--- src/rtl/malzeme_dagitici.sv ---
// -----------------------------------------------------------------------------
// malzeme_dagitici
// Consumer end of the ingredient-selection interface. One accepted order
// (selected line, unit count, salt flag) becomes a timed actuator sequence:
// the sauce pump runs BIRIM_SURE cycles per unit, then the salt valve opens
// for TUZ_SURE cycles, and finally a one-cycle completion pulse fires.
//
// Parameters:
//   BIRIM_SURE       clock cycles per dispensed unit (1..15)
//   TUZ_SURE         clock cycles the salt valve stays open (1..15)
//
// Ports:
//   saat             system clock, rising-edge active
//   reset_n          asynchronous active-low reset
//   bitti            order-valid level; a new order is its rising edge
//   secilen_malzeme  1 = sauce line selected
//   malzeme_miktari  units to dispense (0..15)
//   cikis_tuzlu      1 = add salt after pumping
//   iptal            synchronous abort, active-high
//   pompa            sauce pump enable
//   tuz_valf         salt valve enable
//   birim_darbe      one-cycle pulse in the last cycle of each unit
//   kalan            units still to dispense
//   mesgul           high whenever the block is not idle
//   tamam            one-cycle pulse when an order completes
// -----------------------------------------------------------------------------
module malzeme_dagitici #(
  parameter int BIRIM_SURE = 4,
  parameter int TUZ_SURE   = 3
) (
  input  logic       saat,
  input  logic       reset_n,
  input  logic       bitti,
  input  logic       secilen_malzeme,
  input  logic [3:0] malzeme_miktari,
  input  logic       cikis_tuzlu,
  input  logic       iptal,
  output logic       pompa,
  output logic       tuz_valf,
  output logic       birim_darbe,
  output logic [3:0] kalan,
  output logic       mesgul,
  output logic       tamam
);

  typedef enum logic [1:0] {
    BOS   = 2'd0,
    DAGIT = 2'd1,
    TUZ   = 2'd2,
    TAMAM = 2'd3
  } durum_t;

  localparam logic [3:0] BIRIM_SON = 4'(BIRIM_SURE - 1);
  localparam logic [3:0] TUZ_SON   = 4'(TUZ_SURE - 1);

  durum_t     durum, durum_n;
  logic       bitti_q;
  logic       tuzlu_q, tuzlu_n;
  logic [3:0] kalan_q, kalan_n;
  logic [3:0] sayac, sayac_n;
  logic       kabul;

  // A new order is a rising edge of bitti seen while idle; an abort in the
  // same cycle drops it.
  assign kabul = bitti & ~bitti_q & (durum == BOS) & ~iptal;

  always_ff @(posedge saat or negedge reset_n) begin
    if (!reset_n) begin
      durum   <= BOS;
      bitti_q <= 1'b0;
      tuzlu_q <= 1'b0;
      kalan_q <= 4'd0;
      sayac   <= 4'd0;
    end else begin
      durum   <= durum_n;
      bitti_q <= bitti;
      tuzlu_q <= tuzlu_n;
      kalan_q <= kalan_n;
      sayac   <= sayac_n;
    end
  end

  // Next-state logic. sayac is shared: it counts cycles within a unit in
  // DAGIT and valve-open cycles in TUZ, and is zeroed on every state entry.
  always_comb begin
    durum_n = durum;
    tuzlu_n = tuzlu_q;
    kalan_n = kalan_q;
    sayac_n = sayac;
    case (durum)
      BOS: begin
        if (kabul) begin
          tuzlu_n = cikis_tuzlu;
          sayac_n = 4'd0;
          if (secilen_malzeme && (malzeme_miktari != 4'd0)) begin
            durum_n = DAGIT;
            kalan_n = malzeme_miktari;
          end else if (cikis_tuzlu) begin
            durum_n = TUZ;
            kalan_n = 4'd0;
          end else begin
            durum_n = TAMAM;
            kalan_n = 4'd0;
          end
        end
      end
      DAGIT: begin
        if (sayac == BIRIM_SON) begin
          sayac_n = 4'd0;
          kalan_n = kalan_q - 4'd1;
          if (kalan_q == 4'd1) begin
            durum_n = tuzlu_q ? TUZ : TAMAM;
          end
        end else begin
          sayac_n = sayac + 4'd1;
        end
      end
      TUZ: begin
        if (sayac == TUZ_SON) begin
          sayac_n = 4'd0;
          durum_n = TAMAM;
        end else begin
          sayac_n = sayac + 4'd1;
        end
      end
      TAMAM: begin
        durum_n = BOS;
      end
      default: begin
        durum_n = BOS;
      end
    endcase
    // Abort overrides everything outside idle and skips the completion pulse.
    if (iptal && (durum != BOS)) begin
      durum_n = BOS;
      kalan_n = 4'd0;
      sayac_n = 4'd0;
    end
  end

  assign pompa       = (durum == DAGIT);
  assign birim_darbe = (durum == DAGIT) && (sayac == BIRIM_SON);
  assign tuz_valf    = (durum == TUZ);
  assign mesgul      = (durum != BOS);
  assign tamam       = (durum == TAMAM);
  assign kalan       = kalan_q;

endmodule

--- config.mk ---
export PLATFORM = sky130hd
export DESIGN_NAME = malzeme_dagitici
export DESIGN_NICKNAME = d
export VERILOG_FILES = /design/src/rtl/malzeme_dagitici.sv
export SDC_FILE = /design/constraint.sdc
export NUM_CORES = 1
export LEC_CHECK = 0
export ABC_AREA = 1
export CAP_MARGIN = 25
export CORE_UTILIZATION = 40
export CTS_CLUSTER_SIZE = 28
export DETAILED_ROUTE_END_ITERATION = 10
export PLACE_DENSITY = 0.67
export SYNTH_ARGS = -nofsm -noshare
export SYNTH_HDL_FRONTEND = slang
export SYNTH_SLANG_ARGS = --single-unit
--- constraint.sdc ---
create_clock -name saat -period 3.55 [get_ports saat]
set_input_delay 0.71 -clock saat [delete_from_list [all_inputs] [get_ports saat]]
set_output_delay 0.71 -clock saat [all_outputs]
set_load 0.005 [all_outputs]
== Word-level counts from Yosys, hierarchy flattened ==
Cells that the tools add are included.

* Muxes and demuxes: 19
* Add/subtract/negate cells: 2
* Bitwise logic cells: 5
* Reductions and logical operators: 12
* Eq/ne operators: 10

{| class="wikitable"
|+ Operators by type and width
! cell !! number
|-
| 4-bit 2-to-1 mux || 8
|-
| 2-bit 2-to-1 mux || 6
|-
| 4-bit one-hot mux with 3 select lines || 1
|-
| 3-bit by 1-bit != test with 1-bit output (second input constant) || 3
|-
| 4-bit by 2-bit equality test with 1-bit output (second input constant) || 2
|-
| 2-bit one-hot mux with 4 select lines || 1
|-
| 4-bit one-hot mux with 2 select lines || 1
|-
| 4-bit nonzero test || 2
|-
| 4-bit by 1-bit adder with 4-bit output (second input constant) || 1
|-
| 2-bit equality test (second input constant) || 2
|-
| 4-bit by 1-bit equality test with 1-bit output (second input constant) || 1
|-
| 2-bit AND reduction || 2
|-
| 4-bit AND reduction || 1
|-
| 4-bit by 1-bit subtractor with 4-bit output (second input constant) || 1
|-
| 1-bit bitwise AND || 3
|-
| 1-bit logical AND || 3
|-
| 3-bit by 2-bit != test with 1-bit output (second input constant) || 1
|-
| 3-bit AND reduction || 1
|-
| 3-bit nonzero test || 1
|-
| 2-bit by 1-bit equality test with 1-bit output (second input constant) || 1
|-
| 2-bit logical NOT || 1
|-
| 1-bit 2-to-1 mux || 2
|-
| 1-bit NOT || 2
|-
| 2-bit nonzero test || 1
|}

* Bits in registers: 12

== Longest topological paths before layout ==
Gate-level depths: netlist of the first run.

* Depth in word-level cells: 7
* Depth in mapped cells: 11

== Least setup slack after synthesis of the first run ==
No wires, ideal clock.

* Path kind: reg-to-output
* Start: register durum[1]
* End: output port birim_darbe
* Arrival time: 1021 ps
* Path slack: 1819 ps
* Stages on the path, launching flop included: 6
* Cell sequence: dfrtp_1 inv_1 ha_1 buf_4 inv_1 nor2_1

* Longest elaborated chain between the ends: 2

{| class="wikitable"
|+ RTL lines
! what !! RTL line !! text
|-
| start: declaration || 56 || <nowiki>durum_t durum, durum_n;</nowiki>
|-
| start signal: assignment || 75 || <nowiki>durum <= durum_n;</nowiki>
|-
| 2-bit by 1-bit equality test with 1-bit output || n/a ||
|-
| net pompa || 38 || <nowiki>output logic pompa,</nowiki>
|-
| 1-bit logical AND || 142 || <nowiki>assign birim_darbe = (durum == DAGIT) && (sayac == BIRIM_SON);</nowiki>
|-
| end: declaration || 40 || <nowiki>output logic birim_darbe,</nowiki>
|}

The timed path passes the listed nets, and every way through them passes these cells.

== Worst setup path in the final report of the first run ==
* Start: register durum[1]
* End: output port birim_darbe

* Longest elaborated chain between the ends: 2

{| class="wikitable"
|+ RTL lines
! what !! RTL line
|-
| 2-bit by 1-bit equality test with 1-bit output || 142
|-
| 1-bit logical AND || 142
|}

Every way passes these cells.

==> results of run 1 <==
[worst min path at each step]
stage | to | cells after the start | from | slack (ns)
2_1_floorplan | bitti_q$_DFF_PN0_ | 0 | reset_n | 0.41
3_3_place_gp | tuzlu_q$_DFFE_PN0P_ | 1 | tuzlu_q$_DFFE_PN0P_ | 0.50
3_5_place_dp | tuzlu_q$_DFFE_PN0P_ | 1 | tuzlu_q$_DFFE_PN0P_ | 0.51
4_1_cts | tuzlu_q$_DFFE_PN0P_ | 1 | tuzlu_q$_DFFE_PN0P_ | 0.53
5_1_grt | tuzlu_q$_DFFE_PN0P_ | 1 | tuzlu_q$_DFFE_PN0P_ | 0.56
6_report | tuzlu_q$_DFFE_PN0P_ | 1 | tuzlu_q$_DFFE_PN0P_ | 0.52
[flip-flops by register name, indices dropped and copies added, names as in the netlist]
signal / cells
kalan: 4
bitti_q: 1
sayac: 4
tuzlu_q: 1
durum: 2
[area by class of cell]
cell class | instances | share of cell area (%)
inverters | 20 | 6.38
repair buffers | 18 | 15.3
clock buffers | 4 | 3.09
flip-flops and latches | 12 | 25.5
well taps | 28 | 2.98
multi-input cells | 100 | 46.7
[routing by layer]
metal	global-route usage, %	routed length, um	vias up
met3	3.03	60	5
met1	24.2	921	375
met5	0	0	-
li1	-	-	458
met4	8.57	43	0
met2	30.2	927	16
[logic make-up (layout without fill, tap and decap cells)]
| kind of cell | after synthesis | count (layout) | share of synthesized area [%] |
|---|---|---|---|
| compound gates | 19 | 19 | 11.1 |
| buf+inv | 21 | 42 | 8.86 |
| simple gates | 68 | 68 | 31.3 |
| fa+ha+maj | 10 | 10 | 13.4 |
| flops | 12 | 12 | 32.2 |
| xor+xnor | 2 | 2 | 1.88 |
| mux | 1 | 1 | 1.21 |
[metrics by stage]
step / std cells / utilization (%)
2_1_floorplan: 133 / -
3_3_place_gp: 178 / 51.5
3_5_place_dp: 178 / 51.5
4_1_cts: 182 / 53.2
5_1_grt: 182 / 53.2
6_report: 182 / 53.2
[layout by cell type, fill, tap and decap left out, drive strengths merged]
master and n:
a21o 1, a21oi 5, clkbuf 4, clkdlybuf4s50 18, dfrtp 12, ha 10
inv 20, mux2 1, nand2 46, nand3 10, nand3b 1, nand4 1
nor2 10, o21a 1, o21ai 10, o21bai 1, o22ai 1, xor2 2
[power by group through the flow]
stage	registers [mW]	logic [mW]	clock network (mW)
floorplan	0.225	0.402	0
global placement	0.231	0.564	0
detailed placement	0.234	0.563	0
CTS	0.231	0.569	0.118
global route	0.240	0.657	0.125
finish	0.230	0.565	0.113
==> results.md, run 1 <==
Outcome:
- The run finished with clean final reports.

Detailed routing:
- The detailed-route vias per instance is roughly 4.7.
- After detailed routing, the total wire length is about 2000 um.
- For this block, the initial DRC count from the detailed router was 6.
- The wire length per cell is approximately 11 um.
- The total vias in the final route is around 850.
- The remaining number of nets flagged by the antenna check after routing is 0.
- The first-pass iteration count of the detailed router is 4.
- In the routed design, unresolved DRC markers number 0.

Synth:
- The top cell type's share of synthesized area is between 30 and 40%.
- The leading cell type by number of instances after synthesis is sky130_fd_sc_hd__nand2_1.
- Summing every instance area after synthesis gives 932 sq um.
- sky130_fd_sc_hd__dfrtp_1 takes more of the synthesized area than any other cell.
- The share of synthesized registers carrying an async set or reset is between 90% and 100%.
- The Yosys step of the flow raised 0 warnings.
- By area the synthesized netlist is led by sky130_fd_sc_hd__dfrtp_1 (32%), sky130_fd_sc_hd__nand2_1 (17%), sky130_fd_sc_hd__ha_1 (13%).
- The most frequently used flop master after synthesis is sky130_fd_sc_hd__dfrtp_1.
- Sequential elements use approximately 32% of the synthesized area.
- The post-synthesis instance total is between 100 and 150.
- Dividing the synthesized area by the synthesized cell count gives around 7 sq um.
- The number of nets in the synthesized netlist is about 150.
- In this run, synthesis inferred 0 flip-flops with an integrated enable.
- The commonest cells after synthesis are sky130_fd_sc_hd__nand2_1 (41), sky130_fd_sc_hd__inv_1 (19), sky130_fd_sc_hd__dfrtp_1 (12).
- The total of flip-flops plus latches after synthesis is 12.
- In this run, distinct cell masters in the synthesized netlist total 21.

Floorplan:
- The die outline width is between 50 and 60 um.
- The die covers 0.00253 sq mm.
- The height of the die is ~50 um.
- The floorplan has 17 rows.
- The starting density of the core is between 40 and 50%.
- 19 I/O pins were placed.
- The core region is about 0.0022 sq mm.

STA:
- The final number of max-transition violations is 0.
- The remaining max-slew budget at the tightest pin is about 63%.
- The fraction of the cycle the final worst path needs is between 70% and 80%.
- The setup TNS after final layout is 0 ns.
- Setup violations remaining at the end of the flow were counted as 0.
- The final hold slack is approximately 0.52 ns.
- The post-layout worst setup margin is between 0.8 and 0.9 ns.
- The clock arrives with 0.000423 ns of skew.
- The final critical-path required period is between 2 and 3 ns.
- For the pin with the worst max-slew slack, the measured transition is around 0.55 ns.
- The number of failing hold endpoints at the final stage is 0.
- For this run, the top clock speed supported by timing is between 0.3 and 0.4 GHz.
- Setup repair after global routing left no endpoint under its margin.

Worst setup path:
- The worst setup path is launched from a flip-flop.
- The worst setup path startpoint is durum[1]$_DFFE_PN0P_.
- The number of buffers and inverters on the critical path is 3.
- The critical path capture point type is a primary output.
- The critical-path cell with the highest stage delay is sky130_fd_sc_hd__clkdlybuf4s50_1.
- The worst-path maximum fanout is 9.
- The signal on the critical path passes through inv_1 -> ha_1 -> inv_1 -> nor2_1 -> clkdlybuf4s50_1.
- The slack of the worst reg-to-reg path is a little under 2 ns.
- At the worst endpoint, the required time is approximately 2.8 ns.
- In this design, the stage delay of the slowest critical-path cell is ~0.5 ns.
- The logic depth of the worst setup path including buffers is 5.
- Among cell families on the critical path, the largest total delay comes from buffers and inverters.
- The endpoint of the lowest-slack register-to-register path is kalan[3]$_DFFE_PN0P_.
- The critical path is of the reg -> out type.
- The critical path ends at birim_darbe.
- The arrival time reported for the critical path endpoint is roughly 2 ns.
- The reg-to-reg startpoint is durum[1]$_DFFE_PN0P_.
- The depth of the most critical reg-to-reg path is 6.
- Counting stages on the worst path, the most repeated cell is sky130_fd_sc_hd__inv_1.

Clock network:
- The maximum buffer depth of the clock tree is 2.
- Counting the buffers created by CTS gives 3.
- The latest clock arrival within the worst-skew pair is about 0.28 ns.
- The tree built by TritonCTS fans out to 12 sinks.
- The H-tree depth reported by CTS is 1.
- After clock tree synthesis, the clock-pin slew on the worst setup and hold paths is about 0.080 ns.
- In this run, post-CTS hold repair placed 0 buffers.
- The clock root buffer is sky130_fd_sc_hd__clkbuf_4.
- Post-CTS timing repair inserted 0 buffers for setup.
- The CTS tree is built.
- In this run, post-CTS repair resized a total of 0 instances.

GRT:
- The number of antenna violations at the first check in global routing is 0.
- The number of global-route vias before repair is 829.
- The wire length of the first global-routing pass is around 3600 um.
- Global routing used a little under a fifth of the available tracks across all layers.
- The residual overflow from global routing is 0.
- The maximum number of pins on one net before global-route repair is 13.

Power and ir drop:
- The internal portion of the total power is roughly 0.49 mW.
- IR analysis of the VDD net gives a maximum drop of between 400 and 500 uV.
- Registers are responsible for roughly a quarter of the overall power.
- The part of the power in combinational logic is between 60 and 70%.
- In this run switching power makes up a little under half of total power.
- The power consumption is about 0.9 mW.
- The power spent charging and discharging nets is between 0.4 and 0.5 mW.
- The total leakage power is around 0.6 nW.
- The clock network accounts for around an eighth of the total power.
- The power per unit of standard cell area is about 770 mW/mm^2.

Flow run:
- Max-cap violations in this run came to 0.

Layout:
- The sequential cells in the finished layout cover a total of about 300 sq um.
- The multi-input combinational cells in the finished layout cover a total of 549 sq um.
- The layout has about 220 filler cells.
- The number of nets in the layout is approximately 180.
- The share of cells above drive strength 1 is under 10%.
- The area growth from synthesis to layout is 26.2%.
- The cell area after layout is 0.00118 sq mm.
- The number of antenna diodes in the final layout is 0.

Place:
- The area after detailed placement is between 0.001 and 0.0015 sq mm.
- Prior to clock tree synthesis, the placed netlist has a worst setup slack of ~1.1 ns.
- The last weighted congestion value of the routability-driven placer is about 0.83.
- During placement, the flow inserted port buffers numbering 18.
- Detailed placement ended at an HPWL of between 1500 and 2000 um.

Worst hold path:
- The min-delay analysis places its worst path in the category reg -> reg.
Note: power is estimated with default switching activity, not from simulation.
==> run 2, diff against run 1 <==
- PLACE_DENSITY: 0.67 -> 0.69
- clock period: 3.55 -> 2.4 ns (I/O delays scaled with it)
==> results.md, run 2 (synthesized netlist as in run 1, its figures left out) <==
Worst setup path:
- The arrival time reported for the critical path endpoint is approximately 1.8 ns.
- The critical-path cell with the highest stage delay is sky130_fd_sc_hd__clkdlybuf4s50_1.
- The critical path startpoint category is a flip-flop.
- By instance count, the cell type seen most on the critical path is sky130_fd_sc_hd__inv_1.
- On the worst path, the slowest cell contributes a delay of 0.50 ns.
- STA classifies the critical path endpoint as a primary output.
- The reg-to-reg startpoint is durum[0]$_DFFE_PN0P_.
- The slack of the worst reg-to-reg path is between 0.7 and 0.8 ns.
- The critical path is of the reg -> out type.
- Traced cell by cell, the critical path runs through inv_1 -> ha_1 -> inv_1 -> nor2_1 -> clkdlybuf4s50_1.
- In this run the critical register-to-register path is captured at kalan[2]$_DFFE_PN0P_.
- The worst-path maximum fanout is 9.
- Measured in cells, the most critical reg-to-reg path has a length of 8.
- The required time of the critical path is 1.92 ns.

GRT:
- Global routing consumed, over all layers together, between 10% and 20% of the routing resources.
- The residual overflow from global routing is 0.
- Entering global routing, the biggest net connects 13 pins.
- The wire length of the first global-routing pass is approximately 3700 um.
- The number of antenna violations at the first check in global routing was 0.
- The number of global-route vias before repair is approximately 840.

Detailed routing:
- After detailed routing, the average wire length per cell comes to between 10 and 15 um.
- The post-detailed-routing wire length is roughly 2100 um.
- The routed layout has slightly below 900 vias.
- The first-pass iteration count of the detailed router is 4.
- In the routed design, unresolved DRC markers number 0.
- The count of routing violations after the opening detailed-route iteration is 24.
- Once detail routing completed, the nets flagged for antenna violations numbered 0.
- The detailed-route vias per instance is slightly below 5.

Clock network:
- In this run the number of H-tree levels came out at 1.
- After clock tree synthesis, the repair step resized 0 gates.
- Hold repair after CTS inserted 0 buffers.
- The clock root buffer is sky130_fd_sc_hd__clkbuf_4.
- For the worst-skew pair, the clock arrives at the later sink with an insertion delay of roughly 0.27 ns.
- Clock-pin slew was measured on the worst setup and hold paths at 0.08 ns.
- The CTS tree is built.
- TritonCTS created 3 clock buffers.
- In this run the post-CTS setup repair buffer count came out at 0.
- The clock net in this run drives a total of 12 sinks.
- In this run the deepest clock path goes through 2 buffers.

STA:
- Setup repair after global routing left no endpoint under its margin.
- The worst path uses about 93% of the clock period.
- Static timing analysis puts the maximum clock frequency at 0.448 GHz.
- The final critical-path required period is between 2 and 2.5 ns.
- The setup TNS after final layout is 0 ns.
- The final number of max-transition violations is 0.
- Between clock sinks in the finished design, the worst skew comes to 0.00219 ns.
- The final hold slack is just over 0.5 ns.
- For the pin with the worst max-slew slack, the measured transition is between 0.5 and 0.6 ns.
- The number of failing hold endpoints at the final stage is 0.
- Measured against its own limit, the worst slew margin works out to between 60 and 70%.
- The count of final setup violators is 0.

Outcome:
- The run finished with clean final reports.

Power and ir drop:
- The power per unit of standard cell area is 1160 mW/mm^2.
- The analysis attributes to cell leakage a power of a little over 0.6 nW.
- VDD sags by at most 596 uV.

Worst hold path:
- The path class of the tightest hold or removal check is reg -> reg.
- The path with the worst hold slack has its endpoint at tuzlu_q$_DFFE_PN0P_.
- Counting instances, the worst hold path has a depth of 1.
- The startpoint of the worst hold path is tuzlu_q$_DFFE_PN0P_.

Floorplan:
- The die outline width is 50.3 um.
- The total area inside the core boundary comes to 0.00221 sq mm.
- The I/O pin count is 19.
- The height of the die is between 50 and 60 um.
- The number of placement rows is 17.
- The area of the die is approximately 0.0025 sq mm.
- The starting density of the core is between 40% and 50%.

Layout:
- Of the cells placed in the final design, the portion with a size suffix greater than 1 is around 7.7%.
- The repair_antennas step left the layout with diodes totalling 0.
- The storage element area is ~300 sq um.
- After filler insertion, the fill cell instance count of the layout stands at 220.
- The final cell count without fillers is about 180.
- The library cell used most frequently in the layout, excluding fill and tap cells, is sky130_fd_sc_hd__nand2_1.
- The number of nets in the layout is 176.
- The area growth from synthesis to layout is 27.0%.
- In the layout the commonest cells are sky130_fd_sc_hd__nand2_1 (41), sky130_fd_sc_hd__inv_1 (19), sky130_fd_sc_hd__clkdlybuf4s50_1 (18).
- The multi-input combinational cells in the finished layout cover a total of 549 sq um.

Place:
- The half-perimeter wire length after placement is 1670 um.
- Port buffering added 18 buffers.
- The cell count after placement is ~180.
- At the end of routability-driven placement, the weighted congestion stood at 0.822.

Flow run:
- Max-cap violations in this run came to 0.
==> run 2: cell count changes in the layout (fill, tap and decap cells not counted), sizes merged <==
cell  delta
buf      +1
==> run 2: cell type report <==
| type | count | area share (%) |
|---|---|---|
| Clock buffer | 4 | 3.07 |
| Timing Repair Buffer | 19 | 15.9 |
| Sequential cell | 12 | 25.4 |
| Tap cell | 28 | 2.96 |
| Multi-Input combinational cell | 100 | 46.4 |
| Inverter | 20 | 6.34 |
==> run 2: how the worst max path moves through the flow <==
stage	slack, ns	to	from
floorplan	0.90	birim_darbe	durum[1]$_DFFE_PN0P_
global placement	0.54	birim_darbe	durum[1]$_DFFE_PN0P_
detailed placement	0.47	birim_darbe	durum[1]$_DFFE_PN0P_
CTS	0.16	birim_darbe	durum[1]$_DFFE_PN0P_
global route	0.04	birim_darbe	durum[1]$_DFFE_PN0P_
finish	0.17	birim_darbe	durum[1]$_DFFE_PN0P_
==> run 2: worst max-delay path, delay by kind of cell (launching register included) <==
family                   cells  cell delay (ns)
buffers and inverters        3             0.76
adder cells (fa/ha/maj)      1             0.17
AND/OR/NAND/NOR              1             0.13
flip-flops                   1             0.42
==> run 2: report_power, final <==
group	switching (mW)	internal (mW)
Sequential	0.0707	0.272
Clock	0.0738	0.0921
Combinational	0.495	0.370
==> run 2: layer usage <==
metal | vias up | share of wire [%] | track usage, %
li1 | 463 | - | -
met1 | 401 | 47 | 24.6
met2 | 22 | 50 | 33.1
met3 | 0 | 3.0 | 2.12
met4 | 0 | 0 | 5.71
met5 | - | 0 | 0
==> run 2: through the flow <==
step / instance area [sq um] / power [mW] / util, % / worst slack, ns
finish: 1180 / 1.37 / 53.5 / 0.169
global route: 1180 / 1.53 / 53.5 / 0.0386
CTS: 1180 / 1.38 / 53.5 / 0.165
detailed placement: 1150 / 1.21 / 51.9 / 0.468
global placement: 1150 / 1.18 / 51.9 / 0.538
floorplan: 932 / 0.928 / - / 0.899
